<file path="src/rtl/ps2_host_tx_if.sv">
`timescale 1ns/1ps
`default_nettype none
// ============================================================================
// Module   : ps2_host_tx_if
// Purpose  : Command/status bundle between a client and the PS/2 host-to-device
//            transmitter.
// Signals  : tx_data[7:0] command byte, tx_valid request, tx_ready accept,
//            busy frame in progress, done / err one-cycle frame-end pulses,
//            ack_ok device-acknowledge flag (valid with done/err).
// Modports : master - client issuing commands; slave - the transmitter.
// Revision : 1.0 - initial release
// ============================================================================
interface ps2_host_tx_if;
    logic [7:0] tx_data;
    logic       tx_valid;
    logic       tx_ready;
    logic       busy;
    logic       done;
    logic       ack_ok;
    logic       err;

    modport master (
        output tx_data,
        output tx_valid,
        input  tx_ready,
        input  busy,
        input  done,
        input  ack_ok,
        input  err
    );

    modport slave (
        input  tx_data,
        input  tx_valid,
        output tx_ready,
        output busy,
        output done,
        output ack_ok,
        output err
    );
endinterface
`default_nettype wire

</file>
<file path="src/rtl/ps2_host_tx.sv">
`timescale 1ns/1ps
`default_nettype none
// ============================================================================
// Module   : ps2_host_tx
// Purpose  : PS/2 host-to-device transmitter. Sends one command byte to the
//            keyboard by open-drain drive of the PS/2 clock/data lines and
//            checks the device acknowledge bit. busy gates the companion
//            receiver while a frame is on the wire.
// Ports    : clk         system clock
//            res_n       asynchronous reset, active low
//            tx          ps2_host_tx_if.slave (tx_data, tx_valid, tx_ready,
//                        busy, done, ack_ok, err)
//            ps2clk_in   PS/2 clock pin level (asynchronous)
//            ps2data_in  PS/2 data pin level (asynchronous)
//            ps2clk_oe   1 = pull PS/2 clock low, 0 = release
//            ps2data_oe  1 = pull PS/2 data low, 0 = release
// Params   : CLK_HZ, INHIBIT_US, TIMEOUT_US, FILTER_LEN
// Options  : PS2_TX_RESEND_EN - when defined, a NACK or timeout retransmits
//            the same byte from the inhibit phase, up to 2 retries.
// Revision : 1.0 - initial release
// ============================================================================
module ps2_host_tx #(
    parameter int CLK_HZ     = 100_000_000,
    parameter int INHIBIT_US = 120,
    parameter int TIMEOUT_US = 20000,
    parameter int FILTER_LEN = 8
) (
    input  logic         clk,
    input  logic         res_n,
    ps2_host_tx_if.slave tx,
    input  logic         ps2clk_in,
    input  logic         ps2data_in,
    output logic         ps2clk_oe,
    output logic         ps2data_oe
);

    // ------------------------------------------------------------------------
    // Timing constants (64-bit math: default INHIBIT/TIMEOUT products exceed
    // 32 bits before the division).
    // ------------------------------------------------------------------------
    localparam longint C_INH_RAW = (longint'(INHIBIT_US) * longint'(CLK_HZ)) / 64'sd1_000_000;
    localparam longint C_INH_CYC = (C_INH_RAW < 1) ? 64'sd1 : C_INH_RAW;
    localparam longint C_TO_RAW  = (longint'(TIMEOUT_US) * longint'(CLK_HZ)) / 64'sd1_000_000;
    localparam longint C_TO_CYC  = (C_TO_RAW < 1) ? 64'sd1 : C_TO_RAW;
    localparam longint C_REQ_CYC = 64'sd16;
    localparam longint C_TMR_MAX = (C_INH_CYC > C_REQ_CYC) ? C_INH_CYC : C_REQ_CYC;

    localparam int C_TMR_W = $clog2(C_TMR_MAX + 1);
    localparam int C_TO_W  = $clog2(C_TO_CYC + 1);
    localparam int C_FLT_W = $clog2(FILTER_LEN + 1);

    localparam logic [C_TMR_W-1:0] C_INH_LAST = C_TMR_W'(C_INH_CYC - 1);
    localparam logic [C_TMR_W-1:0] C_REQ_LAST = C_TMR_W'(C_REQ_CYC - 1);
    localparam logic [C_TO_W-1:0]  C_TO_LAST  = C_TO_W'(C_TO_CYC - 1);
    localparam logic [C_FLT_W-1:0] C_FLT_LAST = C_FLT_W'(FILTER_LEN - 1);

    typedef enum logic [2:0] {
        S_IDLE    = 3'd0,
        S_INHIBIT = 3'd1,
        S_REQ     = 3'd2,
        S_START   = 3'd3,
        S_ACK     = 3'd4,
        S_WAITI   = 3'd5
    } state_t;

    // ------------------------------------------------------------------------
    // Input conditioning: 2-FF synchroniser followed by a stability filter.
    // Index 0 = PS/2 clock, index 1 = PS/2 data. Both idle high.
    // ------------------------------------------------------------------------
    logic [1:0] w_pin;
    logic [1:0] w_flt;

    assign w_pin = {ps2data_in, ps2clk_in};

    for (genvar gi = 0; gi < 2; gi++) begin : g_filt
        logic [1:0]         r_sync;
        logic [C_FLT_W-1:0] r_cnt;
        logic               r_lvl;

        // The accepted level only follows the synchronised pin after it has
        // differed for FILTER_LEN consecutive cycles; any return to the
        // accepted level restarts the count, so short glitches vanish.
        always_ff @(posedge clk or negedge res_n) begin
            if (!res_n) begin
                r_sync <= 2'b11;
                r_cnt  <= '0;
                r_lvl  <= 1'b1;
            end else begin
                r_sync <= {r_sync[0], w_pin[gi]};
                if (r_sync[1] == r_lvl) begin
                    r_cnt <= '0;
                end else if (r_cnt == C_FLT_LAST) begin
                    r_lvl <= r_sync[1];
                    r_cnt <= '0;
                end else begin
                    r_cnt <= r_cnt + 1'b1;
                end
            end
        end

        assign w_flt[gi] = r_lvl;
    end

    logic r_clk_d;
    logic w_clk_fall;

    always_ff @(posedge clk or negedge res_n) begin
        if (!res_n) begin
            r_clk_d <= 1'b1;
        end else begin
            r_clk_d <= w_flt[0];
        end
    end

    assign w_clk_fall = r_clk_d & ~w_flt[0];

    // ------------------------------------------------------------------------
    // Frame state
    // ------------------------------------------------------------------------
    state_t              r_state;
    logic [9:0]          r_shift;     // {stop, parity, data[7:0]}, LSB goes first
    logic [3:0]          r_bit_cnt;
    logic [C_TMR_W-1:0]  r_tmr;       // inhibit / request-to-send timer
    logic [C_TO_W-1:0]   r_to_cnt;    // frame timeout counter
    logic                r_acked;     // device pulled data low at 11th edge
    logic                r_clk_oe;
    logic                r_data_oe;
    logic                r_tx_ready;
    logic                r_busy;
    logic                r_done;
    logic                r_err;
    logic                r_ack_ok;
`ifdef PS2_TX_RESEND_EN
    logic [9:0]          r_resend;    // frame image kept for retransmission
    logic [1:0]          r_retry;     // retries already used for this byte
`endif

    logic w_in_frame;
    logic w_lines_idle;
    logic w_timeout;
    logic w_frame_ok;
    logic w_nack;
    logic w_fail;

    assign w_in_frame   = (r_state == S_START) || (r_state == S_ACK) || (r_state == S_WAITI);
    assign w_lines_idle = w_flt[0] & w_flt[1];
    // Timeout is evaluated ahead of any edge handling so it wins a tie.
    assign w_timeout    = w_in_frame && (r_to_cnt == C_TO_LAST);
    assign w_frame_ok   = (r_state == S_WAITI) && w_lines_idle &&  r_acked;
    assign w_nack       = (r_state == S_WAITI) && w_lines_idle && !r_acked;
    assign w_fail       = w_timeout | w_nack;

    always_ff @(posedge clk or negedge res_n) begin
        if (!res_n) begin
            r_state    <= S_IDLE;
            r_shift    <= '0;
            r_bit_cnt  <= '0;
            r_tmr      <= '0;
            r_to_cnt   <= '0;
            r_acked    <= 1'b0;
            r_clk_oe   <= 1'b0;
            r_data_oe  <= 1'b0;
            r_tx_ready <= 1'b0;
            r_busy     <= 1'b0;
            r_done     <= 1'b0;
            r_err      <= 1'b0;
            r_ack_ok   <= 1'b0;
`ifdef PS2_TX_RESEND_EN
            r_resend   <= '0;
            r_retry    <= '0;
`endif
        end else begin
            r_done <= 1'b0;
            r_err  <= 1'b0;

            if (w_fail) begin
`ifdef PS2_TX_RESEND_EN
                if (r_retry != 2'd2) begin
                    // Retry: go straight back to inhibit with the same byte;
                    // busy stays asserted and no status pulse is raised.
                    r_retry   <= r_retry + 2'd1;
                    r_shift   <= r_resend;
                    r_state   <= S_INHIBIT;
                    r_clk_oe  <= 1'b1;
                    r_data_oe <= 1'b0;
                    r_tmr     <= '0;
                    r_acked   <= 1'b0;
                end else
`endif
                begin
                    r_state    <= S_IDLE;
                    r_clk_oe   <= 1'b0;
                    r_data_oe  <= 1'b0;
                    r_err      <= 1'b1;
                    r_ack_ok   <= 1'b0;
                    r_tx_ready <= 1'b1;
                    r_busy     <= 1'b0;
                end
            end else if (w_frame_ok) begin
                r_state    <= S_IDLE;
                r_clk_oe   <= 1'b0;
                r_data_oe  <= 1'b0;
                r_done     <= 1'b1;
                r_ack_ok   <= 1'b1;
                r_tx_ready <= 1'b1;
                r_busy     <= 1'b0;
            end else begin
                case (r_state)
                    S_IDLE: begin
                        r_tx_ready <= 1'b1;
                        r_busy     <= 1'b0;
                        r_clk_oe   <= 1'b0;
                        r_data_oe  <= 1'b0;
                        if (tx.tx_valid && r_tx_ready) begin
                            r_shift    <= {1'b1, ~^tx.tx_data, tx.tx_data};
`ifdef PS2_TX_RESEND_EN
                            r_resend   <= {1'b1, ~^tx.tx_data, tx.tx_data};
                            r_retry    <= '0;
`endif
                            r_state    <= S_INHIBIT;
                            r_tx_ready <= 1'b0;
                            r_busy     <= 1'b1;
                            r_clk_oe   <= 1'b1;
                            r_tmr      <= '0;
                            r_acked    <= 1'b0;
                        end
                    end

                    S_INHIBIT: begin
                        if (r_tmr == C_INH_LAST) begin
                            r_tmr     <= '0;
                            r_state   <= S_REQ;
                            r_data_oe <= 1'b1;
                        end else begin
                            r_tmr <= r_tmr + 1'b1;
                        end
                    end

                    S_REQ: begin
                        if (r_tmr == C_REQ_LAST) begin
                            // Release clock, keep data low as the start bit.
                            r_tmr     <= '0;
                            r_state   <= S_START;
                            r_clk_oe  <= 1'b0;
                            r_to_cnt  <= '0;
                            r_bit_cnt <= '0;
                        end else begin
                            r_tmr <= r_tmr + 1'b1;
                        end
                    end

                    S_START: begin
                        r_to_cnt <= r_to_cnt + 1'b1;
                        if (w_clk_fall) begin
                            // Open drain: a '1' bit means release the line.
                            r_data_oe <= ~r_shift[0];
                            r_shift   <= {1'b0, r_shift[9:1]};
                            r_bit_cnt <= r_bit_cnt + 4'd1;
                            if (r_bit_cnt == 4'd9) begin
                                r_state <= S_ACK;
                            end
                        end
                    end

                    S_ACK: begin
                        r_to_cnt <= r_to_cnt + 1'b1;
                        if (w_clk_fall) begin
                            r_acked <= ~w_flt[1];
                            r_state <= S_WAITI;
                        end
                    end

                    S_WAITI: begin
                        r_to_cnt <= r_to_cnt + 1'b1;
                    end

                    default: begin
                        r_state    <= S_IDLE;
                        r_clk_oe   <= 1'b0;
                        r_data_oe  <= 1'b0;
                        r_busy     <= 1'b0;
                        r_tx_ready <= 1'b0;
                    end
                endcase
            end
        end
    end

    assign tx.tx_ready = r_tx_ready;
    assign tx.busy     = r_busy;
    assign tx.done     = r_done;
    assign tx.ack_ok   = r_ack_ok;
    assign tx.err      = r_err;
    assign ps2clk_oe   = r_clk_oe;
    assign ps2data_oe  = r_data_oe;

endmodule
`default_nettype wire

</file>
<file path="src/flat_wrapper.sv">
// flat-port wrapper written by rule: the top's interface ports become plain ports
module ps2_host_tx_flat 
#(
    parameter int CLK_HZ     = 100_000_000,
    parameter int INHIBIT_US = 120,
    parameter int TIMEOUT_US = 20000,
    parameter int FILTER_LEN = 8
)
  (clk, res_n, ps2clk_in, ps2data_in, ps2clk_oe, ps2data_oe, tx_tx_data, tx_tx_valid, tx_tx_ready, tx_busy, tx_done, tx_ack_ok, tx_err);
  ps2_host_tx_if tx_i ();
  input  logic clk;
  input  logic res_n;
  input  logic ps2clk_in;
  input  logic ps2data_in;
  output logic ps2clk_oe;
  output logic ps2data_oe;
  input wire logic [$bits(tx_i.tx_data)-1:0] tx_tx_data;
  input wire logic [$bits(tx_i.tx_valid)-1:0] tx_tx_valid;
  output wire logic [$bits(tx_i.tx_ready)-1:0] tx_tx_ready;
  output wire logic [$bits(tx_i.busy)-1:0] tx_busy;
  output wire logic [$bits(tx_i.done)-1:0] tx_done;
  output wire logic [$bits(tx_i.ack_ok)-1:0] tx_ack_ok;
  output wire logic [$bits(tx_i.err)-1:0] tx_err;
  assign tx_i.tx_data = tx_tx_data;
  assign tx_i.tx_valid = tx_tx_valid;
  assign tx_tx_ready = tx_i.tx_ready;
  assign tx_busy = tx_i.busy;
  assign tx_done = tx_i.done;
  assign tx_ack_ok = tx_i.ack_ok;
  assign tx_err = tx_i.err;
  ps2_host_tx #(.CLK_HZ(CLK_HZ), .INHIBIT_US(INHIBIT_US), .TIMEOUT_US(TIMEOUT_US), .FILTER_LEN(FILTER_LEN)) u_core (.clk(clk), .res_n(res_n), .tx(tx_i), .ps2clk_in(ps2clk_in), .ps2data_in(ps2data_in), .ps2clk_oe(ps2clk_oe), .ps2data_oe(ps2data_oe));
endmodule
</file>
<file path="config.mk">
export PLATFORM = sky130hd
export DESIGN_NAME = ps2_host_tx_flat
export DESIGN_NICKNAME = d
export VERILOG_FILES = /design/src/rtl/ps2_host_tx_if.sv /design/src/rtl/ps2_host_tx.sv /design/src/flat_wrapper.sv
export SDC_FILE = /design/constraint.sdc
export NUM_CORES = 1
export LEC_CHECK = 0
export CAP_MARGIN = 20
export CORE_MARGIN = 2
export CORE_UTILIZATION = 50
export CTS_CLUSTER_SIZE = 24
export DETAILED_ROUTE_END_ITERATION = 16
export PLACE_DENSITY = 0.73
export SLEW_MARGIN = 20
export SYNTH_ARGS = -nofsm -noshare
export SYNTH_HDL_FRONTEND = slang
export SYNTH_SLANG_ARGS = --single-unit
</file>
<file path="constraint.sdc">
create_clock -name clk -period 2.07 [get_ports clk]
set_input_delay 0.207 -clock clk [delete_from_list [all_inputs] [get_ports clk]]
set_output_delay 0.207 -clock clk [all_outputs]
set_load 0.005 [all_outputs]
</file>
Word level (Yosys, flattened, before mapping)

Index checks and enable logic that the tools add are counted.

Flip-flop bits (word level): 75
Input bits: 13
Output and inout bits: 7
Logic and storage cells: 142

Add/subtract/negate cells: 5
Eq/ne operators: 27
Multiplexer cells: 50
Bitwise gates (word level): 10
Reduce and logical (&&, ||, !) cells: 30

Operators with widths:

| cell                    | count |
|---|---|
| $mux W14                | 3 |
| $pmux W14 S3            | 1 |
| $pmux W21 S2            | 1 |
| $mux W3                 | 8 |
| $mux W4                 | 6 |
| $add A21 B1 Y21 const B | 1 |
| $eq A21 B21 Y1 const B  | 1 |
| $mux W21                | 1 |
| $mux W1                 | 20 |
| $mux W10                | 2 |
| $ne A4 B1 Y1 const B    | 5 |
| $pmux W10 S2            | 1 |
| $pmux W3 S6             | 1 |
| $reduce_and A5 Y1       | 3 |
| $add A14 B1 Y14 const B | 1 |
| $eq A14 B14 Y1 const B  | 1 |
| $eq A14 B4 Y1 const B   | 1 |
| $add A4 B1 Y4 const B   | 3 |
| $ne A3 B1 Y1 const B    | 4 |
| $reduce_bool A2 Y1      | 5 |
| $eq A4 B3 Y1 const B    | 2 |
| $ne A2 B1 Y1 const B    | 4 |
| $pmux W4 S2             | 1 |
| $reduce_and A4 Y1       | 2 |
| other kinds (23)        | 44 |

Logic depth before layout (Yosys ltp)

Gate-level depths: netlist of the first run.

Word-level depth: 7
Depth in mapped cells: 9
Gate-level depth less buffers: 7

Least setup slack after synthesis of the first run

No wires, ideal clock.

Path kind: register to register
Start point: register u_core.r_tmr[0]
End point: register u_core.r_to_cnt[19]
Setup time: 0.087 ns
Arrival time: 1.884 ns
Required time: 1.983 ns
Path slack: 0.100 ns
Stages on the path, launching flop included: 8
Buffers on the path: 1
Period minus slack after synthesis: 1.970 ns
Cells stage by stage: dfrtp_1 > ha_1 > and3_1 > and4_1 > o22ai_1 > nor3_4 > buf_6 > o211ai_1

Longest elaborated chain between the ends: 3

Ends and longest elaborated chain:

| what                               | RTL line           | text |
|---|---|---|
| from (decl)                        | ps2_host_tx.sv:123 | `logic [C_TMR_W-1:0] r_tmr;` |
| from (signal assigned)             | ps2_host_tx.sv:235 | `r_tmr <= r_tmr + 1'b1;` |
| from (signal assigned)             | ps2_host_tx.sv:248 | `r_tmr <= r_tmr + 1'b1;` |
| $eq A14 B4 Y1                      | ps2_host_tx.sv:240 | `if (r_tmr == C_REQ_LAST) begin` |
| $ne A2 B1 Y1 (no source line)      | --                 |  |
| $reduce_and A4 Y1 (no source line) | --                 |  |
| to (signal assigned)               | ps2_host_tx.sv:253 | `r_to_cnt <= r_to_cnt + 1'b1;` |
| to (signal assigned)               | ps2_host_tx.sv:266 | `r_to_cnt <= r_to_cnt + 1'b1;` |
| to (signal assigned)               | ps2_host_tx.sv:274 | `r_to_cnt <= r_to_cnt + 1'b1;` |
| to (decl)                          | ps2_host_tx.sv:124 | `logic [C_TO_W-1:0] r_to_cnt;` |

No other way between the ends.
A chain may end at the register's enable or synchronous reset.

Worst setup path in the final report of the first run

Start point: register u_core.r_tmr[12]
End point: register u_core.r_tmr[6]

Longest elaborated chain between the ends: 3
Elaborated cells on any way between the ends: 5
Classes of those cells: 2 x eq/ne; 3 x mux

Ends and longest elaborated chain:

| what                                                   | RTL line                               | text |
|---|---|---|
| $eq A14 B4 Y1 / $eq A14 B14 Y1 (equally long branches) | ps2_host_tx.sv:240, ps2_host_tx.sv:230 |  |
| $mux W14 (on tied branches)                            | ps2_host_tx.sv:240, ps2_host_tx.sv:230 |  |
| $pmux W14 S3 (*)                                       | ps2_host_tx.sv:208                     | `case (r_state)` |

Mark *: on every way between the ends. The rest lies on a longest branch, timed or not.

==> results of run 1 <==
==> what timing repair did <==
item	in CTS	in global routing
gates resized for setup	1	1
setup buffers	3	0
setup endpoints to repair	16	1
hold buffers	1	0
pin swaps	2	0
hold endpoints to repair	31	0
==> area by class of cell <==
cell class              count  area [sq um]  area share
clock buffers              12           155      0.0324
repair buffers             54           490       0.102
well taps                 105           131      0.0274
flip-flops and latches     75          1890       0.394
inverters                  10          37.5     0.00783
multi-input cells         322          2040       0.426
clock inverters             4          50.0      0.0104
==> report_power, final <==
part           total (mW)  internal [mW]  switching (mW)
Sequential           2.17           1.84           0.336
Clock                1.16          0.621           0.541
Combinational        2.24           1.00            1.24
Total                5.58           3.46            2.12
==> state kept, by name, summed over array words and instances, names as in the netlist <==
name	count
u_core.tx.ack_ok	1
u_core.r_state	3
u_core.r_bit_cnt	4
u_core.tx.err	1
u_core.g_filt.r_cnt	8
u_core.r_acked	1
u_core.r_shift	10
u_core.r_clk_d	1
u_core.ps2data_oe	1
u_core.g_filt.r_sync	4
u_core.ps2clk_oe	1
u_core.r_tmr	14
u_core.r_to_cnt	21
u_core.tx.tx_ready	1
u_core.tx.busy	1
u_core.g_filt.r_lvl	2
u_core.tx.done	1
==> metal layers <==
| layer | vias up | share of wire | global-route usage |
|---|---|---|---|
| li1 | 1686 | - | - |
| met4 | 0 | 0.014 | 0.0749 |
| met1 | 1686 | 0.47 | 0.299 |
| met3 | 13 | 0.044 | 0.0455 |
| met2 | 83 | 0.47 | 0.351 |
| met5 | - | 0 | 0 |
==> layout by cell type (no fill, tap or decap), drive strengths merged, types with 4 or more instances in the layout <==
| cell type | n |
|---|---|
| nor3 | 11 |
| dfstp | 7 |
| inv | 10 |
| nand3 | 20 |
| and3 | 8 |
| dfrtp | 68 |
| o31ai | 8 |
| o41ai | 4 |
| nand2b | 5 |
| xnor2 | 11 |
| o22ai | 4 |
| buf | 35 |
| clkdlybuf4s50 | 18 |
| a21oi | 35 |
| nand2 | 47 |
| nand4 | 8 |
| o21ai | 26 |
| nor2b | 6 |
| a31oi | 24 |
| clkbuf | 12 |
| nor2 | 29 |
| ha | 6 |
| mux2i | 11 |
| a41oi | 6 |
| and4 | 6 |
| nor4 | 6 |
==> cells in the mapped netlist, types with 3 or more instances <==
cell type,count,area share
a211o_1,3,0.0064
inv_1,10,0.0092
buf_2,4,0.0049
nand2_1,47,0.043
a21oi_1,35,0.043
buf_6,6,0.017
nor3_1,10,0.012
or4_1,3,0.0055
o41ai_1,4,0.0086
dfstp_2,7,0.045
o22ai_1,3,0.0046
o211ai_1,3,0.0055
xnor2_1,11,0.024
clkbuf_1,6,0.0055
dfrtp_1,68,0.42
mux2i_1,11,0.027
nand4_1,8,0.012
o31ai_1,8,0.015
a31oi_1,24,0.037
a41oi_1,6,0.013
nor2b_1,5,0.0076
and3_1,7,0.011
o21ai_0,22,0.027
nand2b_1,4,0.0061
nor2_1,28,0.026
a22o_1,3,0.0064
ha_1,6,0.018
buf_4,3,0.0055
and4_1,4,0.0086
nand3_1,20,0.024
o21ai_1,4,0.0049
nor4_1,3,0.0046
==> kinds of logic after synthesis <==
| kind of cell | count (synthesis) | share of synthesized area |
|---|---|---|
| AOI/OAI and AO/OA | 127 | 0.197 |
| xor gates and xnor gates | 11 | 0.0235 |
| adders and majority gates | 6 | 0.0183 |
| buffers and inverters | 30 | 0.0425 |
| DFF | 75 | 0.461 |
| muxes | 14 | 0.0351 |
| and+or+nand+nor | 164 | 0.222 |
==> stage by stage <==
step,area [sq um],setup WS [ps]
2_1_floorplan,4090,99.9
4_1_cts,4790,114
3_3_place_gp,4520,-34.1
6_report,4790,115
3_5_place_dp,4520,-121
5_1_grt,4790,11.2
==> worst max-delay path by stage <==
stage	from	end	slack, ps	cells after the start
after detailed placement	u_core.r_tmr[4]$_DFFE_PN0P_	u_core.r_to_cnt[16]$_DFFE_PN0P_	-120	5
after global routing	u_core.r_tmr[12]$_DFFE_PN0P_	u_core.r_tmr[6]$_DFFE_PN0P_	10	6
after floorplan	u_core.r_tmr[0]$_DFFE_PN0P_	u_core.r_to_cnt[19]$_DFFE_PN0P_	100	7
final	u_core.r_tmr[12]$_DFFE_PN0P_	u_core.r_tmr[6]$_DFFE_PN0P_	120	6
after CTS	u_core.r_tmr[12]$_DFFE_PN0P_	u_core.r_tmr[6]$_DFFE_PN0P_	110	6
after global placement	u_core.r_tmr[4]$_DFFE_PN0P_	u_core.r_to_cnt[16]$_DFFE_PN0P_	-30	5
==> flow_summary.json, run 1 <==
{
  "place_inst": 562,
  "hp-start": "ps2clk_in",
  "cts_tree": "yes",
  "dp_hpwl_um": 6280,
  "rows": 33,
  "ant_nets": 0,
  "crit_chain": "or4b_4 > nor4_4 > o22ai_2 > buf_4 > a41oi_1 > a21oi_1",
  "worstSkewPairLatency_ps": 360,
  "grt_pass1_vias": 3283,
  "design_power_total_mw": 5.58,
  "max_slew_margin": 0.686,
  "critPathBufInv": 1,
  "tightest_slew_ps": 470,
  "synth_flop_cell": "dfrtp_1",
  "max_freq_mhz": 512,
  "ys_ff_latch": 75,
  "leakage_nw": 2.06,
  "die_h_um": 94.5,
  "drt_iter0_markers": 284,
  "finalSetupTns_ps": 0,
  "hold_class": "input port to flop",
  "htree_levels": 3,
  "hold_ws_ps": 255,
  "setup_violations": 0,
  "rsz0062_at_grt": "false",
  "dr.pass1.iters": 5,
  "core_region_area_sq_um": 8090,
  "drive_gt1_frac": 0.157,
  "hold_path_end": "u_core.g_filt[0].r_sync[0]$_DFF_PN1_",
  "cp-start-kind": "flop",
  "critPathArrivalTime_ps": 2190,
  "ff2ff_setup_slack_ps": 120,
  "rr_worst_depth": 6,
  "maxCapViolations": 0,
  "drc": 0,
  "ioPinCount": 20,
  "hold-path-cell-count": 1,
  "r2r_end": "u_core.r_tmr[6]$_DFFE_PN0P_",
  "synth_fp_nets": 446,
  "root_buffer": "clkbuf_8",
  "synthArstFlopShare": 1.00,
  "period_share": 0.944,
  "syn_area_per_cell_sq_um": 9.59,
  "antenna_found_initial": 0,
  "vias": 3468,
  "cts_buffers": 9,
  "wl_per_cell_um": 15.6,
  "gp_congestion": 0.873,
  "finClkSkew_ps": 11.2,
  "grt_pass1_wl_um": 15400,
  "fill_cells": 712,
  "cts_buffer_depth": 2,
  "port_buffers": 19,
  "outcome": "complete, no violations",
  "totalWireLength_um": 9060,
  "crit_type": "flop to flop",
  "end_kind": "flop",
  "powerDensity_nw_per_um2": 1160,
  "ir_drop_mv": 0.674,
  "period_needed_ps": 1950,
  "critPathTopFamily": "simple AND/OR/NAND/NOR gates",
  "finalHoldViolations": 0,
  "grt_overflow_total": 0,
  "grt.total_usage": 0.219,
  "yosysWarningCount": 0,
  "r2r_start": "u_core.r_tmr[12]$_DFFE_PN0P_",
  "area_growth_pct": 17.1,
  "dieArea_sq_um": 8930,
  "via_per_inst": 5.96,
  "final_max_slew_viol_count": 0,
  "path_clk_slew_ps": 70,
  "fin_util": 0.592,
  "diodes": 0,
  "grt_max_degree": 41,
  "die_w_um": 94.5,
  "synth_edf_count": 0,
  "slowest_delay_ps": 560,
  "cts.sinks": 75,
  "synthCells": 427,
  "syn_area_sq_um": 4090,
  "nNetsFinal": 491,
  "start_util": 0.506,
  "finalNonFillerCells": 582,
  "synth_cell_types": 64,
  "critical_path_required_ps": 2300,
  "ys_seq_area_frac": 0.461,
  "slowest_stage": "or4b_4",
  "crit_fanout": 17
}
No activity file was read; power rests on OpenSTA's default activity.
==> inputs of run 2 (changes only) <==
--- a/config.mk
+++ b/config.mk
@@ -6,11 +6,14 @@
 export NUM_CORES = 1
 export LEC_CHECK = 0
 export CAP_MARGIN = 20
+export CELL_PAD_IN_SITES_DETAIL_PLACEMENT = 1
+export CELL_PAD_IN_SITES_GLOBAL_PLACEMENT = 2
 export CORE_MARGIN = 2
-export CORE_UTILIZATION = 50
+export CORE_UTILIZATION = 37
 export CTS_CLUSTER_SIZE = 24
 export DETAILED_ROUTE_END_ITERATION = 16
-export PLACE_DENSITY = 0.73
+export DONT_BUFFER_PORTS = 1
+export PLACE_DENSITY = 0.78
 export SLEW_MARGIN = 20
 export SYNTH_ARGS = -nofsm -noshare
 export SYNTH_HDL_FRONTEND = slang
==> run 2 against run 1 <==
  * Total power shrank 1.4%
  * Maximum frequency shrank 1.6%
  * Routed wire length grew 19%
  * Flip-flop and latch count is the same
  * Critical endpoint is now u_core.r_acked$_DFFE_PN0P_
  * Largest cell class unchanged
  * Final cell count grew 5.0%
  * Via count grew 0.40%
  * Highest routed layer unchanged
==> flow_summary.json, run 2 (synthesis results as in run 1) <==
{
  "end_kind": "flop",
  "dr.pass1.iters": 4,
  "grt_pass1_wl_um": 17800,
  "place_inst": 587,
  "nNetsFinal": 486,
  "ant_nets": 0,
  "final_max_slew_viol_count": 0,
  "r2r_start": "u_core.r_to_cnt[16]$_DFFE_PN0P_",
  "slowest_delay_ps": 440,
  "dp_hpwl_um": 7550,
  "diodes": 0,
  "area_growth_pct": 15.9,
  "htree_levels": 3,
  "die_w_um": 109,
  "startpoint": "u_core.r_to_cnt[16]$_DFFE_PN0P_",
  "ioPinCount": 20,
  "totalWireLength_um": 10800,
  "rows": 38,
  "setup_violations": 0,
  "vias": 3482,
  "port_buffers": 0,
  "drt-met1-wl_um": 4850,
  "critPathBufInv": 0,
  "powerDensity_nw_per_um2": 1160,
  "critPathTopFamily": "simple AND/OR/NAND/NOR gates",
  "max_slew_margin": 0.655,
  "start_util": 0.378,
  "grt_overflow_total": 0,
  "cp-start-kind": "flop",
  "finalNonFillerCells": 611,
  "crit_type": "flop to flop",
  "worstSkewPairLatency_ps": 360,
  "wl_per_cell_um": 17.6,
  "finalHoldViolations": 0,
  "ir_drop_mv": 0.384,
  "cts_buffer_depth": 2,
  "critical_path_required_ps": 2310,
  "crit_fanout": 7,
  "cts_buffers": 9,
  "hp-start": "tx_tx_data[4]",
  "cts.sinks": 75,
  "layout_common_cells": "dfrtp_1, nand2_1, buf_4",
  "via_per_inst": 5.70,
  "period_needed_ps": 1990,
  "path_clk_slew_ps": 80,
  "max_freq_mhz": 503,
  "tightest_slew_ps": 518,
  "largest_reg_flops": 21,
  "worst_slack_ps": 83.3,
  "period_share": 0.960,
  "wl_met2_um": 5520,
  "leakage_nw": 2.05,
  "grt.total_usage": 0.192,
  "wl_met3_um": 299,
  "root_buffer": "clkbuf_8",
  "critPathArrivalTime_ps": 2230,
  "routed.top_layer": "met4",
  "die_h_um": 109,
  "finClkSkew_ps": 10.1,
  "pre_cts_ws_ps": -7.09,
  "core_region_area_sq_um": 10800,
  "maxCapViolations": 0,
  "antenna_found_initial": 0,
  "cts_tree": "yes",
  "drc": 0,
  "crit_chain": "nor4_2 > and4_4 > and3_4 > nor4_2 > mux2_1",
  "path_common_cell": "nor4_2",
  "drive_gt1_frac": 0.185,
  "grt_pass1_vias": 3639,
  "gp_congestion": 0.841,
  "outcome": "complete, no violations",
  "final_common_cell": "dfrtp_1",
  "largest_registers": "u_core.r_to_cnt: 21 flops, u_core.r_tmr: 14 flops, u_core.r_shift: 10 flops",
  "drt_iter0_markers": 192,
  "grt_max_degree": 76,
  "hold_class": "input port to flop",
  "slowest_stage": "dfrtp_1",
  "dieArea_sq_um": 11900,
  "largest_register": "u_core.r_to_cnt"
}
run 2: cell types whose count changed in the layout (fill, tap and decap cells not counted), moves of 2 or more:
cell / previous run / this run
buf_4: 32 / 42
o41ai_1: 4 / 1
clkdlybuf4s50_1: 18 / 0
o41ai_2: 0 / 3
dlygate4sd3_1: 1 / 3
clkbuf_8: 11 / 9
clkbuf_1: 1 / 3
o22ai_2: 2 / 0
run 2: path summary, 6_finish.rpt:
check                                                  endpoint  slack [ps]  depth (start not counted)
max                                  u_core.r_acked$_DFFE_PN0P_          80                          5
min                               u_core.r_shift[4]$_DFFE_PN0P_          70                          2
max reg2reg                          u_core.r_acked$_DFFE_PN0P_          80                          5
min reg2reg                u_core.g_filt[0].r_sync[1]$_DFF_PN1_         360                          0
max in group asynchronous  u_core.g_filt[0].r_sync[0]$_DFF_PN1_        1320                          2
min in group asynchronous   u_core.g_filt[1].r_cnt[3]$_DFF_PN0_         400                          2
run 2: cell type report:
class	instances	area, sq um
timing repair buffer	49	424
clock inverter	3	17.5
fill	1267	6090
tap	140	175
multi-input combinational	322	2070
clock buffer	12	135
sequential	75	1890
inverter	10	37.5
run 2: worst reg2reg max path: stages (launching register included):
cell	delay [ps]
dfrtp_1	440
nor4_2	440
and4_4	330
and3_4	270
nor4_2	70
mux2_1	310
run 2: repair_timing:
action                     4_1_cts  5_1_grt
cloned                           0        0
hold endpoints to repair        77        0
hold buffers                     4        0
setup endpoints to repair        4        9
gates resized for setup          0        8
buffers inserted                 2        3
pin swaps                        2        1
run 2: through the flow:
step | util | hold slack (ps) | area (sq um) | power (mW) | TNS (ps)
2_1_floorplan | - | -88.6 | 4090 | 3.59 | 0
3_3_place_gp | 0.409 | -87.0 | 4430 | 4.27 | 0
3_5_place_dp | 0.409 | -86.4 | 4430 | 4.36 | -7.09
4_1_cts | 0.432 | 54.7 | 4680 | 5.48 | 0
5_1_grt | 0.438 | 55.0 | 4750 | 5.91 | -2.15
6_report | 0.438 | 65.1 | 4750 | 5.50 | 0
run 2: per-layer routing:
| metal | up-vias | track usage |
|---|---|---|
| met3 | 8 | 0.0430 |
| met5 | - | 0 |
| li1 | 1668 | - |
| met4 | 0 | 0.0597 |
| met2 | 34 | 0.332 |
| met1 | 1772 | 0.240 |
run 2: report_power, final:
part / internal, mW / switching, mW / leakage (nW)
combinational: 1.02 / 1.35 / 0.994
clock: 0.426 / 0.536 / 0.0762
sequential: 1.83 / 0.337 / 0.975
==> inputs of run 3 (changes only) <==
--- a/config.mk
+++ b/config.mk
@@ -8,12 +8,13 @@
 export CAP_MARGIN = 20
 export CELL_PAD_IN_SITES_DETAIL_PLACEMENT = 1
 export CELL_PAD_IN_SITES_GLOBAL_PLACEMENT = 2
-export CORE_MARGIN = 2
-export CORE_UTILIZATION = 37
+export CORE_MARGIN = 4
+export CORE_UTILIZATION = 41
+export CTS_CLUSTER_DIAMETER = 120
 export CTS_CLUSTER_SIZE = 24
 export DETAILED_ROUTE_END_ITERATION = 16
 export DONT_BUFFER_PORTS = 1
-export PLACE_DENSITY = 0.78
+export PLACE_DENSITY = 0.81
 export SLEW_MARGIN = 20
 export SYNTH_ARGS = -nofsm -noshare
 export SYNTH_HDL_FRONTEND = slang
==> constraint.sdc (replaced) <==
create_clock -name clk -period 2.2 [get_ports clk]
set_input_delay 0.22 -clock clk [delete_from_list [all_inputs] [get_ports clk]]
set_output_delay 0.22 -clock clk [all_outputs]
set_load 0.005 [all_outputs]
==> run 3 against run 2 <==
  * Critical path type unchanged
  * Sequential share of layout area up 0.64 points
  * Design area decreased by 1.7%
  * Final cell count decreased by 3.3%
  * Clock power is 28% higher
  * Sequential power down 4%
  * Worst hold slack improved by 12 ps
  * Count of clock-buffer cells in the layout did not move
  * Critical path depth grew 2
  * Non-clock buffer count fell by 14
  * Largest cell class unchanged
==> flow_summary.json, run 3 (synthesis results as in run 1) <==
{
  "design_power_total_mw": 5.41,
  "rsz0062_at_grt": "false",
  "cts.sinks": 75,
  "ir_drop_mv": 0.395,
  "p_sw_mw": 2.09,
  "leakage_nw": 2.00,
  "pwr-share-comb": 0.387,
  "worst_slack_ps": 202,
  "grt_max_degree": 76,
  "max_slew_margin": 0.642,
  "finalNonFillerCells": 591,
  "via_per_inst": 5.78,
  "hold_ws_ps": 77.3,
  "nNetsFinal": 472,
  "finClkSkew_ps": 9.52,
  "rows": 36,
  "place_inst": 569,
  "cts_buffers": 9,
  "period_share": 0.908,
  "grt_overflow_total": 0,
  "end_kind": "flop",
  "root_buffer": "clkbuf_8",
  "largest_registers": "u_core.r_to_cnt: 21 flops, u_core.r_tmr: 14 flops, u_core.r_shift: 10 flops",
  "crit_type": "flop to flop",
  "dr.pass1.iters": 4,
  "p_clk_frac": 0.227,
  "largest_reg_flops": 21,
  "cts_resized": 0,
  "outcome": "complete, no violations",
  "diodes": 0,
  "area_growth_pct": 14.0,
  "vias": 3416,
  "drt_iter0_markers": 160,
  "critPathArrivalTime_ps": 2280,
  "ioPinCount": 20,
  "ant_nets": 0,
  "cp-start-kind": "flop",
  "fill_cells": 1160,
  "drc": 0,
  "dp_hpwl_um": 7400,
  "slowest_delay_ps": 450,
  "p_sw_frac": 0.386,
  "totalWireLength_um": 10700,
  "layout_common_cells": "dfrtp_1, nand2_1, a21oi_1",
  "gp_congestion": 0.782,
  "grt_pass1_wl_um": 18100,
  "max_freq_mhz": 500,
  "core_region_area_sq_um": 9730,
  "die_w_um": 108,
  "tightest_slew_ps": 537,
  "cts_tree": "yes",
  "powerDensity_nw_per_um2": 1160,
  "worstSkewPairLatency_ps": 350,
  "antenna_found_initial": 0,
  "crit_fanout": 6,
  "wl_per_cell_um": 18.0,
  "slowest_stage": "or4_1",
  "start_util": 0.421,
  "largest_register": "u_core.r_to_cnt",
  "finalHoldViolations": 0,
  "period_needed_ps": 2000,
  "critical_path_required_ps": 2480,
  "dpl_cell_area_sq_um": 4340,
  "dieArea_sq_um": 11600,
  "grt_pass1_vias": 3590,
  "grt.total_usage": 0.196,
  "drive_gt1_frac": 0.153,
  "final_max_slew_viol_count": 0,
  "hold_class": "input port to flop",
  "htree_levels": 3,
  "port_buffers": 0,
  "sequentialPowerShare": 0.386,
  "fin_util": 0.480,
  "crit_chain": "ha_1 > buf_4 > and4_1 > nand4_1 > o21bai_1 > or4_1 > a21oi_1",
  "path_clk_slew_ps": 80,
  "maxCapViolations": 0,
  "finalSetupTns_ps": 0,
  "fin_area_sq_um": 4670,
  "power.internal_mw": 3.32,
  "final_common_cell": "dfrtp_1",
  "cts_buffer_depth": 2,
  "die_h_um": 108,
  "setup_violations": 0,
  "pre_cts_ws_ps": 83.7
}
## run 3: area by class of cell
cell class,instances,area [sq um],share of cell area
clock buffers,12,155,0.0332
repair buffers,35,315,0.0676
well taps,133,166,0.0357
flip-flops and latches,75,1890,0.404
clock inverters,4,72.6,0.0155
multi-input cells,322,2030,0.436
inverters,10,37.5,0.00804
## run 3: final timing paths
kind | startpoint | endpoint | slack (ps) | depth (start not counted)
max | u_core.r_to_cnt[0]$_DFFE_PN0P_ | u_core.r_bit_cnt[3]$_DFFE_PN0P_ | 200 | 7
max reg2reg | u_core.r_to_cnt[0]$_DFFE_PN0P_ | u_core.r_bit_cnt[3]$_DFFE_PN0P_ | 200 | 7
min reg2reg | u_core.g_filt[0].r_sync[0]$_DFF_PN1_ | u_core.g_filt[0].r_sync[1]$_DFF_PN1_ | 360 | 0
min | tx_tx_data[6] | u_core.r_shift[6]$_DFFE_PN0P_ | 80 | 2
max in group asynchronous | res_n | u_core.r_clk_d$_DFF_PN1_ | 1420 | 2
min in group asynchronous | res_n | u_core.r_to_cnt[4]$_DFFE_PN0P_ | 420 | 2
## run 3: worst max-delay path, delay by kind of cell, from the launching register on
| kind | cells | cell delay (ps) |
|---|---|---|
| buffers and inverters | 1 | 160 |
| DFF | 1 | 420 |
| and+or+nand+nor | 3 | 780 |
| adders and majority gates | 1 | 230 |
| AOI/OAI and AO/OA | 2 | 340 |
## run 3: layer usage
layer / vias to the layer above / GRT usage / wire length (um)
met5: - / 0 / 0
met4: 0 / 0.0577 / 127
met3: 9 / 0.0372 / 259
met2: 36 / 0.334 / 5280
met1: 1722 / 0.252 / 5000
li1: 1649 / - / -
## run 3: power groups by stage
stage | logic, mW | clock network, mW | registers, mW
6_report | 2.09 | 1.23 | 2.09
5_1_grt | 2.35 | 1.31 | 2.14
4_1_cts | 2.01 | 1.25 | 2.08
3_5_place_dp | 1.96 | 0 | 2.10
3_3_place_gp | 1.89 | 0 | 2.08
2_1_floorplan | 1.37 | 0 | 2.01
## run 3: repair_timing
item / in CTS / in global routing
buffers inserted: 0 / 2
endpoints found under the hold margin: 77 / 0
hold buffers: 4 / 0
setup endpoints to repair: 0 / 17
==> patch 1, RTL diff (settings of run 1) <==
Compare `r_bit_cnt` against `4'd9` with >= in place of ==.
--- a/src/rtl/ps2_host_tx.sv
+++ b/src/rtl/ps2_host_tx.sv
@@ -256,7 +256,7 @@
                             r_data_oe <= ~r_shift[0];
                             r_shift   <= {1'b0, r_shift[9:1]};
                             r_bit_cnt <= r_bit_cnt + 4'd1;
-                            if (r_bit_cnt == 4'd9) begin
+                            if (r_bit_cnt >= 4'd9) begin
                                 r_state <= S_ACK;
                             end
                         end
Function: no difference found for any inputs over 10 cycles, from zero or initial values; that may be too few to reach the edited logic, so the function may still have changed.
==> patch 1 against run 1 <==
  * The flow now finishes with violations (setup timing)
  * Sequential cell count did not move
  * Design area rose by 15%
  * Area after synthesis rose by 1.6%
  * Critical path depth rose by 1
  * Clock skew barely moved
  * Routed wire length rose by 20%
  * Setup slack got worse by 0.41 ns
  * Die area rose by 1.6%
  * Critical path type unchanged
  * Largest cell class unchanged
Power is not compared: it rests on default switching activity, and its combinational part moved more than twofold at a synthesized area within 25%.
==> patch 1: results (changes against run 1) <==
Synth
  • Netlist cell types: 59 (was 64)
  • Net Count, Synth: 458 (was 446)
  • Dominant cells by area after synthesis: dfrtp_1 (41%), nand2_1 (4.9%), dfstp_2 (4.4%), nor2_1 (3.6%), xnor2_1 (3.4%) (was dfrtp_1 (42%), dfstp_2 (4.5%), nand2_1 (4.3%), a21oi_1 (4.3%), a31oi_1 (3.7%))
  • Yosys warning total: 0 (unchanged)
  • Post-synthesis sequential area ratio: 0.453 (was 0.461)
  • Post-synth ARST share: 1.00 (unchanged)
  • Commonest cells in the netlist: dfrtp_1 (68), nand2_1 (54), nor2_1 (40) (was dfrtp_1 (68), nand2_1 (47), a21oi_1 (35))

Detailed routing
  • Top sig layer: met4 (unchanged)
  • DR WL/cell: 16.9 um (was 15.6 um)
  • DR WL met2: 5610 um (was 4290 um)
  • Pre-antenna DRT Iters: 5 (unchanged)
  • Met3 WL: 529 um (was 402 um)
  • Vias per inst: 5.87 (was 5.96)
  • WL met1: 4540 um (was 4230 um)
  • Initial DRC count: 232 (was 284)

Global route
  • GRT Overall Usage: 0.248 (was 0.219)
  • Largest net degree at the start of global routing: 36 (was 41)
  • Initial antenna violation count: 0 (unchanged)
  • Vias in the first global route: 3,782 (was 3,283)
  • Global-route wire length before repair: 17,500 um (was 15,400 um)

STA
  • Clock skew: 0.0107 ns (was 0.0112 ns)
  • Slew @ Worst Pin: 0.741 ns (was 0.470 ns)
  • Final worst setup slack: -0.294 ns (was 0.115 ns)
  • TNS Setup: -7.04 ns (was 0 ns)
  • Finish-stage setup viols: 49 (was 0)

Setup path
  • Max FO, Critical Path: 12 (was 17)
  • Critical path's top delay family: simple AND/OR/NAND/NOR gates (unchanged)
  • Slowest stage cell on the critical path: or4_4 (was or4b_4)
  • Worst path max stage delay: 0.55 ns
  • WP data arrival: 2.64 ns (was 2.19 ns)

Clocking
  • CTS Buffer Depth: 2 (unchanged)
  • Worst skew pair latency: 0.35 ns
  • CTS Buf Count: 9 (unchanged)
  • Clock slew at reported path FFs: 0.08 ns
  • Root Buffer: clkbuf_8 (unchanged)
  • H-tree level count: 3 (unchanged)

Placement
  • Dpl hpwl: 7250 um (was 6280 um)
  • Gp weighted congestion: 0.914 (was 0.873)
  • IO buf count: 19 (unchanged)

Layout
  • Layout cell share with drive strength beyond 1: 0.309 (was 0.157)
  • Nets@finish: 553 (was 491)
  • FILL cells: 596 (was 712)
  • Largest regs: u_core.r_to_cnt (21), u_core.r_tmr (14), u_core.r_shift (10) (unchanged)
  • # diodes: 0 (unchanged)

Outcome
  • Violations in the final reports: setup timing
  • Status: finished with violations (was completed)

Worst hold path
  • Hold Crit Class: input port to register (unchanged)

Pwr
  • Leak: 2.48 nW
  • VDD IR-drop max: 0.462 mV
## patch 1: changes by cell type after synthesis, sizes merged, moves of 8 or more
cell | run 1 | this run
a21oi | 35 | 22
nor2 | 29 | 40
o21ai | 26 | 10
nand2 | 47 | 57
or4 | 3 | 12
a31oi | 24 | 1
mux2 | 3 | 11
## patch 1: layout make-up
type,count,area share
clock inverter,5,0.0141
inverter,11,0.00751
timing repair buffer,104,0.169
sequential,75,0.343
clock buffer,11,0.0239
multi-input combinational,332,0.418
tap,105,0.0239
## patch 1: repair_timing
action,4_1_cts,5_1_grt
buffers inserted,3,12
setup endpoints to repair,40,53
pin swaps,5,9
hold endpoints to repair,27,0
hold buffers,1,0
resized for setup,12,40
## patch 1: path summary, 6_finish.rpt
check,slack (ns),startpoint,cells after the start,to
max,-0.29,u_core.r_tmr[13],7,u_core.r_to_cnt[19]
min,0.26,ps2clk_in,1,u_core.g_filt[0].r_sync[0]
max reg2reg,-0.29,u_core.r_tmr[13],7,u_core.r_to_cnt[19]
min reg2reg,0.36,u_core.g_filt[1].r_sync[0],0,u_core.g_filt[1].r_sync[1]
max in group asynchronous,1.14,res_n,3,u_core.g_filt[0].r_sync[1]
min in group asynchronous,0.35,res_n,2,u_core.tx.err
## patch 1: report_power, final
part | leakage, nW | internal [mW] | switching, mW
Clock | 0.103 | 0.676 | 0.541
Sequential | 0.976 | 1.56 | 0.0703
Combinational | 1.40 | 0.133 | 0.140
Total | 2.48 | 2.37 | 0.751
## patch 1: cells by family after synthesis
kind of cell	Yosys count	synth area share
AND/OR/NAND/NOR	205	0.258
multiplexers	15	0.0403
buffers and inverters	31	0.0376
adder cells (fa/ha/maj)	7	0.0211
flip-flops	75	0.453
AO/OA/AOI/OAI	84	0.146
XOR/XNOR	21	0.0442
## patch 1: metrics by stage
step | setup WS [ns] | hold WS (ns) | cells | power, mW | instance area, sq um
CTS | -0.302 | 0.253 | 632 | 3.14 | 5240
finish | -0.294 | 0.260 | 643 | 3.12 | 5500
detailed placement | -0.351 | 0.197 | 613 | 1.93 | 4940
floorplan | -0.220 | -0.0886 | 438 | 1.81 | 4180
global placement | -0.264 | 0.188 | 613 | 1.91 | 4940
global route | -0.375 | 0.247 | 643 | 3.24 | 5500
## patch 1: metal layers
layer  GRT usage  vias up
li1            -     1790
met4      0.0930        0
met5           0        -
met1       0.315     1855
met3      0.0443       14
met2       0.422      114
==> patch 2, RTL diff (settings of run 1) <==
Without the edit above. `CLK_HZ` is set to 100_000_000 in 2 places; all go to 50_000_000.
--- a/src/rtl/ps2_host_tx.sv
+++ b/src/rtl/ps2_host_tx.sv
@@ -20,7 +20,7 @@
 // Revision : 1.0 - initial release
 // ============================================================================
 module ps2_host_tx #(
-    parameter int CLK_HZ     = 100_000_000,
+    parameter int CLK_HZ     = 50_000_000,
     parameter int INHIBIT_US = 120,
     parameter int TIMEOUT_US = 20000,
     parameter int FILTER_LEN = 8
--- a/src/flat_wrapper.sv
+++ b/src/flat_wrapper.sv
@@ -1,7 +1,7 @@
 // flat-port wrapper written by rule: the top's interface ports become plain ports
 module ps2_host_tx_flat 
 #(
-    parameter int CLK_HZ     = 100_000_000,
+    parameter int CLK_HZ     = 50_000_000,
     parameter int INHIBIT_US = 120,
     parameter int TIMEOUT_US = 20000,
     parameter int FILTER_LEN = 8
Check against the original RTL: no difference found for any inputs over 10 cycles, from zero or initial values; that may be too few to reach the edited logic, so the function may still have changed.
==> patch 2 against run 1 <==
  * Critical path depth unchanged
  * Critical path type unchanged
  * Count of clock-buffer cells in the layout down 1
  * The flow now finishes with violations (setup timing)
  * Power down 19%
  * Design area up 8.5%
  * Sequential share of layout area down 4.1 points
  * First-iteration DRC count down 20%
  * Non-clock buffer count up 36
  * Routed wire length up 11%
  * Highest routed layer unchanged
  * Area after synthesis down 3.9%
  * Sequential cell count down 2
  * Global-route usage up 2.1 points
  * Setup slack worse by 0.31 ns
==> patch 2: results (changes against run 1) <==
STA
  • Finish-stage setup viols: 30 (was 0)
  • TNS Setup: -2.98 ns (was 0 ns)
  • Slew @ Worst Pin: 0.687 ns (was 0.470 ns)
  • Final worst setup slack: -0.191 ns (was 0.115 ns)
  • Clock skew: 0.0153 ns (was 0.0112 ns)

Layout
  • FILL cells: 608 (was 712)
  • Layout cell share with drive strength beyond 1: 0.273 (was 0.157)
  • Largest regs: u_core.r_to_cnt (20), u_core.r_tmr (13), u_core.r_shift (10) (was u_core.r_to_cnt (21), u_core.r_tmr (14), u_core.r_shift (10))

Detailed routing
  • Initial DRC count: 227 (was 284)
  • Pre-antenna DRT Iters: 4 (was 5)

Setup path
  • Worst R2R Start: u_core.r_tmr[6] (was u_core.r_tmr[12])
  • Required time of the critical path: 2.33 ns (was 2.30 ns)

Worst hold path
  • Hold_sp: ps2data_in (was ps2clk_in)

Synth
  • Commonest cells in the netlist: dfrtp_1 (66), nand2_1 (32), nor2_1 (32) (was dfrtp_1 (68), nand2_1 (47), a21oi_1 (35))
  • Netlist cell types: 57 (was 64)
  • Post-Syn Area per Cell: 9.57 sq um (was 9.59 sq um)
  • Dominant cells by area after synthesis: dfrtp_1 (42%), dfstp_2 (4.7%), mux2i_1 (3.3%), nand2_1 (3.1%), nor2_1 (3.1%) (was dfrtp_1 (42%), dfstp_2 (4.5%), nand2_1 (4.3%), a21oi_1 (4.3%), a31oi_1 (3.7%))
  • Net Count, Synth: 430 (was 446)

Placement
  • Placed insts: 569 (was 562)
  • Dpl hpwl: 6620 um (was 6280 um)
  • Gp weighted congestion: 0.959 (was 0.873)
  • Area after DPL: 4650 sq um (was 4520 sq um)

Outcome
  • Violations in the final reports: setup timing
  • Status: finished with violations (was completed)

Global route
  • Vias in the first global route: 3,395 (was 3,283)
  • GRT Overall Usage: 0.240 (was 0.219)
  • Global-route wire length before repair: 16,200 um (was 15,400 um)

Pwr
  • Leak: 2.33 nW (was 2.06 nW)
  • Internal power component: 3.18 mW (was 3.46 mW)

Clocking
  • Clock slew at reported path FFs: 0.09 ns (was 0.07 ns)
## patch 2: cell count changes in the layout (fill, tap and decap cells not counted), moves of 5 or more
cell	before	now
buf_4	32	63
a21oi_1	35	17
nand2_1	47	31
a21o_1	1	9
o21ai_0	22	14
o31ai_1	8	0
a31oi_1	24	17
xor2_1	0	5
## patch 2: critical path: stages (launching register included)
cell and delay [ns]:
dfrtp_1 0.40, or4_4 0.54, or4b_4 0.53, a22o_4 0.31
clkbuf_16 0.17, nor2_4 0.14, nor2_1 0.06
## patch 2: metal layers
metal,share of wire,global-route usage,vias to the layer above
li1,-,-,1677
met1,0.44,0.329,1709
met2,0.50,0.386,89
met3,0.038,0.0407,18
met4,0.020,0.0907,0
met5,0,0,-
## patch 2: cell type report
class / count / area (sq um) / share of cell area
multi-input combinational: 309 / 2160 / 0.415
sequential: 73 / 1840 / 0.353
timing repair buffer: 90 / 793 / 0.153
clock buffer: 11 / 141 / 0.0272
tap: 102 / 128 / 0.0245
clock inverter: 5 / 104 / 0.0200
inverter: 7 / 38.8 / 0.00746
## patch 2: cells by family (layout without fill, tap and decap cells)
group                      after synthesis  in the layout  share of synthesized area
AOI/OAI and AO/OA                      104            104                      0.174
xor gates and xnor gates                18             18                     0.0401
adders and majority gates                6              6                     0.0191
buffers and inverters                   29            113                     0.0312
DFF                                     73             73                      0.467
muxes                                   16             16                     0.0417
and+or+nand+nor                        165            165                      0.227
## patch 2: timing repair
action                                  4_1_cts  5_1_grt
hold endpoints to repair                     38        0
resized for setup                            10       38
endpoints found under the setup margin       33       39
cloned                                        0        1
pin swaps                                     2       24
buffers inserted                              1        9
hold buffers                                  1        0
## patch 2: power by group through the flow
| stage | clock network (mW) | logic [mW] | registers [mW] |
|---|---|---|---|
| finish | 1.40 | 1.15 | 1.93 |
| global route | 1.47 | 1.26 | 1.96 |
| CTS | 1.40 | 0.982 | 1.90 |
| detailed placement | 0 | 0.956 | 1.92 |
| global placement | 0 | 0.922 | 1.91 |
| floorplan | 0 | 0.526 | 1.91 |
## patch 2: path summary, 6_finish.rpt
| kind | endpoint | slack [ns] |
|---|---|---|
| setup / recovery | u_core.r_tmr[9] | -0.19 |
| hold / removal | u_core.g_filt[1].r_sync[0] | 0.25 |
| setup reg to reg | u_core.r_tmr[9] | -0.19 |
| hold reg to reg | u_core.g_filt[1].r_sync[1] | 0.36 |
| max in group asynchronous | u_core.g_filt[0].r_sync[1] | 1.06 |
| min in group asynchronous | u_core.r_to_cnt[2] | 0.39 |
